--- src/rtl/sword_arbiter.sv ---
// sword_arbiter: hands one shared sword to one of N_PLAYERS requesters at a time.
// The grant rotates round-robin, and there is a mandatory one-cycle cooldown between holders.
// Optional feature macro: SWORD_ARB_TIMEOUT_EN. When it is defined, the sword is taken
// back after HOLD_MAX cycles and 'forced' pulses during the cooldown that follows.
// The reset port 'reset' is asynchronous and active-low.
module sword_arbiter #(
  parameter int N_PLAYERS = 4,
  parameter int HOLD_MAX  = 15,
  parameter int ID_W      = (N_PLAYERS > 1) ? $clog2(N_PLAYERS) : 1
) (
  input  logic                 clk,
  input  logic                 reset,
  input  logic [N_PLAYERS-1:0] req,
  input  logic [N_PLAYERS-1:0] rel,
  output logic [N_PLAYERS-1:0] grant,
  output logic                 v,
  output logic [ID_W-1:0]      holder_id,
  output logic                 forced
);

  typedef enum logic [1:0] {IDLE, HELD, COOL} state_t;

  state_t                 state_q, state_d;
  logic [N_PLAYERS-1:0]   grant_q, grant_d;
  logic                   v_q, v_d;
  logic [ID_W-1:0]        holder_q, holder_d;
  logic [ID_W-1:0]        rr_ptr_q, rr_ptr_d;
  logic                   forced_q, forced_d;

  logic [N_PLAYERS-1:0]   req_rot;
  logic                   found;
  logic [ID_W-1:0]        winner;
  logic [ID_W-1:0]        rr_next;
  logic                   rel_holder;

`ifdef SWORD_ARB_TIMEOUT_EN
  localparam int CNT_W = (HOLD_MAX > 1) ? $clog2(HOLD_MAX) : 1;
  logic [CNT_W-1:0]       hold_cnt_q, hold_cnt_d;
`endif

  if (HOLD_MAX < 1) begin : g_hold_max_check
    $error("sword_arbiter: HOLD_MAX must be >= 1");
  end

  // Rotate requests so that bit 0 is the player at rr_ptr, then take the lowest set bit
  always_comb begin
    req_rot = N_PLAYERS'({req, req} >> rr_ptr_q);
    found   = 1'b0;
    winner  = '0;
    for (int i = 0; i < N_PLAYERS; i++) begin
      if (!found && req_rot[i]) begin
        found  = 1'b1;
        winner = ((int'(rr_ptr_q) + i) >= N_PLAYERS) ? ID_W'(int'(rr_ptr_q) + i - N_PLAYERS)
                                                    : ID_W'(int'(rr_ptr_q) + i);
      end
    end
  end

  // The grant is one-hot on the holder, so masking rel with it honours only the holder's bit
  always_comb begin
    rel_holder = |(rel & grant_q);
    rr_next    = (holder_q == ID_W'(N_PLAYERS - 1)) ? '0 : holder_q + ID_W'(1);
  end

  // Next-state and registered-output logic for the IDLE/HELD/COOL sequence
  always_comb begin
    state_d  = state_q;
    grant_d  = grant_q;
    holder_d = holder_q;
    rr_ptr_d = rr_ptr_q;
    forced_d = 1'b0;
`ifdef SWORD_ARB_TIMEOUT_EN
    hold_cnt_d = hold_cnt_q;
`endif
    case (state_q)
      IDLE: begin
        grant_d = '0;
        if (found) begin
          state_d  = HELD;
          grant_d  = N_PLAYERS'(1) << winner;
          holder_d = winner;
`ifdef SWORD_ARB_TIMEOUT_EN
          hold_cnt_d = '0;
`endif
        end
      end
      HELD: begin
        if (rel_holder) begin
          state_d  = COOL;
          grant_d  = '0;
          rr_ptr_d = rr_next;
        end
`ifdef SWORD_ARB_TIMEOUT_EN
        else if (hold_cnt_q == CNT_W'(HOLD_MAX - 1)) begin
          state_d  = COOL;
          grant_d  = '0;
          rr_ptr_d = rr_next;
          forced_d = 1'b1;
        end else begin
          hold_cnt_d = hold_cnt_q + CNT_W'(1);
        end
`endif
      end
      COOL: begin
        state_d = IDLE;
        grant_d = '0;
      end
      default: begin
        state_d = IDLE;
        grant_d = '0;
      end
    endcase
    v_d = |grant_d;
  end

  // State and output registers, cleared immediately when reset goes low
  always_ff @(posedge clk or negedge reset) begin
    if (!reset) begin
      state_q  <= IDLE;
      grant_q  <= '0;
      v_q      <= 1'b0;
      holder_q <= '0;
      rr_ptr_q <= '0;
      forced_q <= 1'b0;
    end else begin
      state_q  <= state_d;
      grant_q  <= grant_d;
      v_q      <= v_d;
      holder_q <= holder_d;
      rr_ptr_q <= rr_ptr_d;
      forced_q <= forced_d;
    end
  end

`ifdef SWORD_ARB_TIMEOUT_EN
  // Hold counter that runs while the sword is held
  always_ff @(posedge clk or negedge reset) begin
    if (!reset) begin
      hold_cnt_q <= '0;
    end else begin
      hold_cnt_q <= hold_cnt_d;
    end
  end
`endif

  assign grant     = grant_q;
  assign v         = v_q;
  assign holder_id = holder_q;
  assign forced    = forced_q;

  a_grant_onehot0: assert property (@(posedge clk) disable iff (!reset) $onehot0(grant));
  a_v_matches:     assert property (@(posedge clk) disable iff (!reset) v == |grant);
  a_no_direct_hop: assert property (@(posedge clk) disable iff (!reset)
                     ((grant != '0) && ($past(grant) != '0)) |-> (grant == $past(grant)));

endmodule

--- config.mk ---
export PLATFORM = sky130hd
export DESIGN_NAME = sword_arbiter
export DESIGN_NICKNAME = d
export VERILOG_FILES = /design/src/rtl/sword_arbiter.sv
export SDC_FILE = /design/constraint.sdc
export NUM_CORES = 1
export LEC_CHECK = 0
export CORE_MARGIN = 2
export CORE_UTILIZATION = 35
export CTS_CLUSTER_SIZE = 14
export DETAILED_ROUTE_END_ITERATION = 16
export HOLD_SLACK_MARGIN = 0.02
export MAX_ROUTING_LAYER = met4
export PLACE_DENSITY = 0.61
export SLEW_MARGIN = 10
export SYNTH_ARGS = -nofsm -noshare
export SYNTH_HDL_FRONTEND = slang
export SYNTH_SLANG_ARGS = --single-unit
--- constraint.sdc ---
create_clock -name clk -period 1.5 [get_ports clk]
set_clock_uncertainty 0.05 [all_clocks]
set_input_delay 0.3 -clock clk [delete_from_list [all_inputs] [get_ports clk]]
set_output_delay 0.3 -clock clk [all_outputs]
set_load 0.02 [all_outputs]
==> reports/metrics.csv <==
metric,value,unit
reg2reg_from,grant[2],
ant_nets,0,
endpoint_kind,flip-flop,
design.core.area,1520,µm²
slew_headroom,66.8,%
dp_cells,86,
stdcell_count,93,
cts_root_buf,clkbuf_4,
syn_avg_cell_area,11.8,µm²
placedInstanceArea,795,µm²
rsz0062_at_grt,true,
synth_fp_nets,60,
hold_viol,0,
gp_congestion,0.821,
post-route-min-period,1490,ps
remaining_drc_errors,0,
maxSlewViolCount,0,
final_common_cell,dfrtp_1,
start_util,37.8,%
wl,1.31,mm
ir_worst_vdd,0.884,mV
r2r_slack,8,ps
clock_path_buffers,2,
grt-ovfl-total,0,
power-per-cell-area,1850,nW/µm²
diodes,0,
synth-seq-area-share,47.7,%
startpoint_type,flip-flop,
drt_iter0_drc,9,
nNetsFinal,89,
synth_seq_cells,11,
worstReg2RegEnd,rr_ptr_q[0],
required,1600,ps
max_freq,670,MHz
synth_area,577,µm²
path_class,flip-flop to flip-flop,
reg2reg_depth,4,
final_layout_size_suffix_gt1_share,29.9,%
synthFlopType,dfrtp_1,
syn_inst,49,
async_flop_share,100,%
ys_types,27,
power,0.00162,W
critPathMaxFanout,4,
port_buffers,16,
wl_per_cell,14.1,µm
outcome,completed,
dieHeight,44.6,µm
grt_max_degree,12,
grt_pass1_vias,486,
drv_cap,0,
area_growth,51.6,%
path_clk_slew,70,ps
num_rows,14,
yosys_warnings,0,
post-dp-hpwl,1.02,mm
dieArea,1990,µm²
grt_pass1_wl,2.32,mm
fp.dieW,44.6,µm
antenna_found_initial,0,
clkLatencyLatePin,270,ps
viasPerCell,5.04,
cts_buffers,3,
arrival,1590,ps
grt.total_usage,17.5,%
worst_pin_slew,496,ps
synth_edf_count,0,
min_path_type,input pin to async pin,
layout_common_cells,"11 x dfrtp_1, 9 x buf_4, 8 x dlygate4sd2_1",
cts_sinks,11,
cts_tree,yes,
final.fill_count,146,
drtPass1Iterations,4,
fin_crit_sh,99.5,%
num_vias,469,
io_pins,18,
finalInstanceArea,875,µm²
p_leak,0.440,nW
cts_max_level,1,
setup_viol,0,
ctsHoldBuffers,0,
## power breakdown
group          total [W]  switching [W]  internal (W)
clock           0.000195      0.0000926      0.000103
sequential      0.000540       0.000119      0.000421
combinational   0.000886       0.000408      0.000478
total            0.00162       0.000619       0.00100
## per-stage QoR
step	utilization, %	hold WS, ps	setup slack (ps)	TNS (ps)
detailed placement	52.1	456	-370	-2800
global route	57.4	354	-43.3	-184
finish	57.4	315	7.53	0
floorplan	-	-45.6	34.1	0
CTS	55.0	326	-21.2	-38.4
global placement	52.1	443	-345	-2590
## synthesized netlist by cell type, drive strengths merged, types with 2 or more instances
master	number	area, µm²
o21ai	2	10.0
nor2	4	15.0
nand2b	2	12.5
a21oi	2	10.0
nor3	2	10.0
a22o	3	28.8
mux2	2	22.5
dfrtp	11	275
o2bb2ai	2	17.5
nand2	3	11.3
## registers in the layout, indices dropped and copies added, names as in the netlist
signal	count
holder_id	2
v	1
grant	4
state_q	2
rr_ptr_q	2
## cell families (layout without fill, tap and decap cells)
group	after synthesis	after routing	share of synthesized area, %
simple gates	17	17	16.9
compound gates	14	14	24.9
flops	11	11	47.7
mux	3	3	5.64
buf+inv	2	30	1.95
fa+ha+maj	1	1	2.17
other cells	1	1	0.650
## timing repair
item,4_1_cts,5_1_grt
resized for setup,13,6
cloned,0,0
pin swaps,2,6
setup endpoints to repair,13,9
buffers inserted,1,2
## worst max path at each step
stage          startpoint          end  cells after the start  slack, ps
2_1_floorplan    grant[3]  rr_ptr_q[0]                      4         30
5_1_grt          grant[2]  rr_ptr_q[0]                      4        -40
6_report         grant[2]  rr_ptr_q[0]                      4          8
3_3_place_gp       req[0]     grant[2]                      5       -340
3_5_place_dp       req[0]     grant[3]                      5       -370
4_1_cts          grant[3]  rr_ptr_q[0]                      4        -20
## critical path, cell delays in order, from the launching register on
cell      delay, ps
dfrtp_1         430
a22o_4          240
a221oi_4        250
nor3b_4         100
mux2_4          300
## area by class of cell
cell class	count	area (µm²)	area share, %
multi-input cells	36	324	37.1
flip-flops and latches	11	275	31.5
repair buffers	25	225	25.8
clock buffers	4	26.3	3.00
well taps	16	20.0	2.29
inverters	1	3.75	0.429
## per-layer routing
layer  wire length [µm]  global-route usage (%)
met5                  0                       -
met4                  0                    5.45
met3                 42                    7.35
met2                652                    24.3
met1                619                    22.8
(Power assumes the default switching activity.)
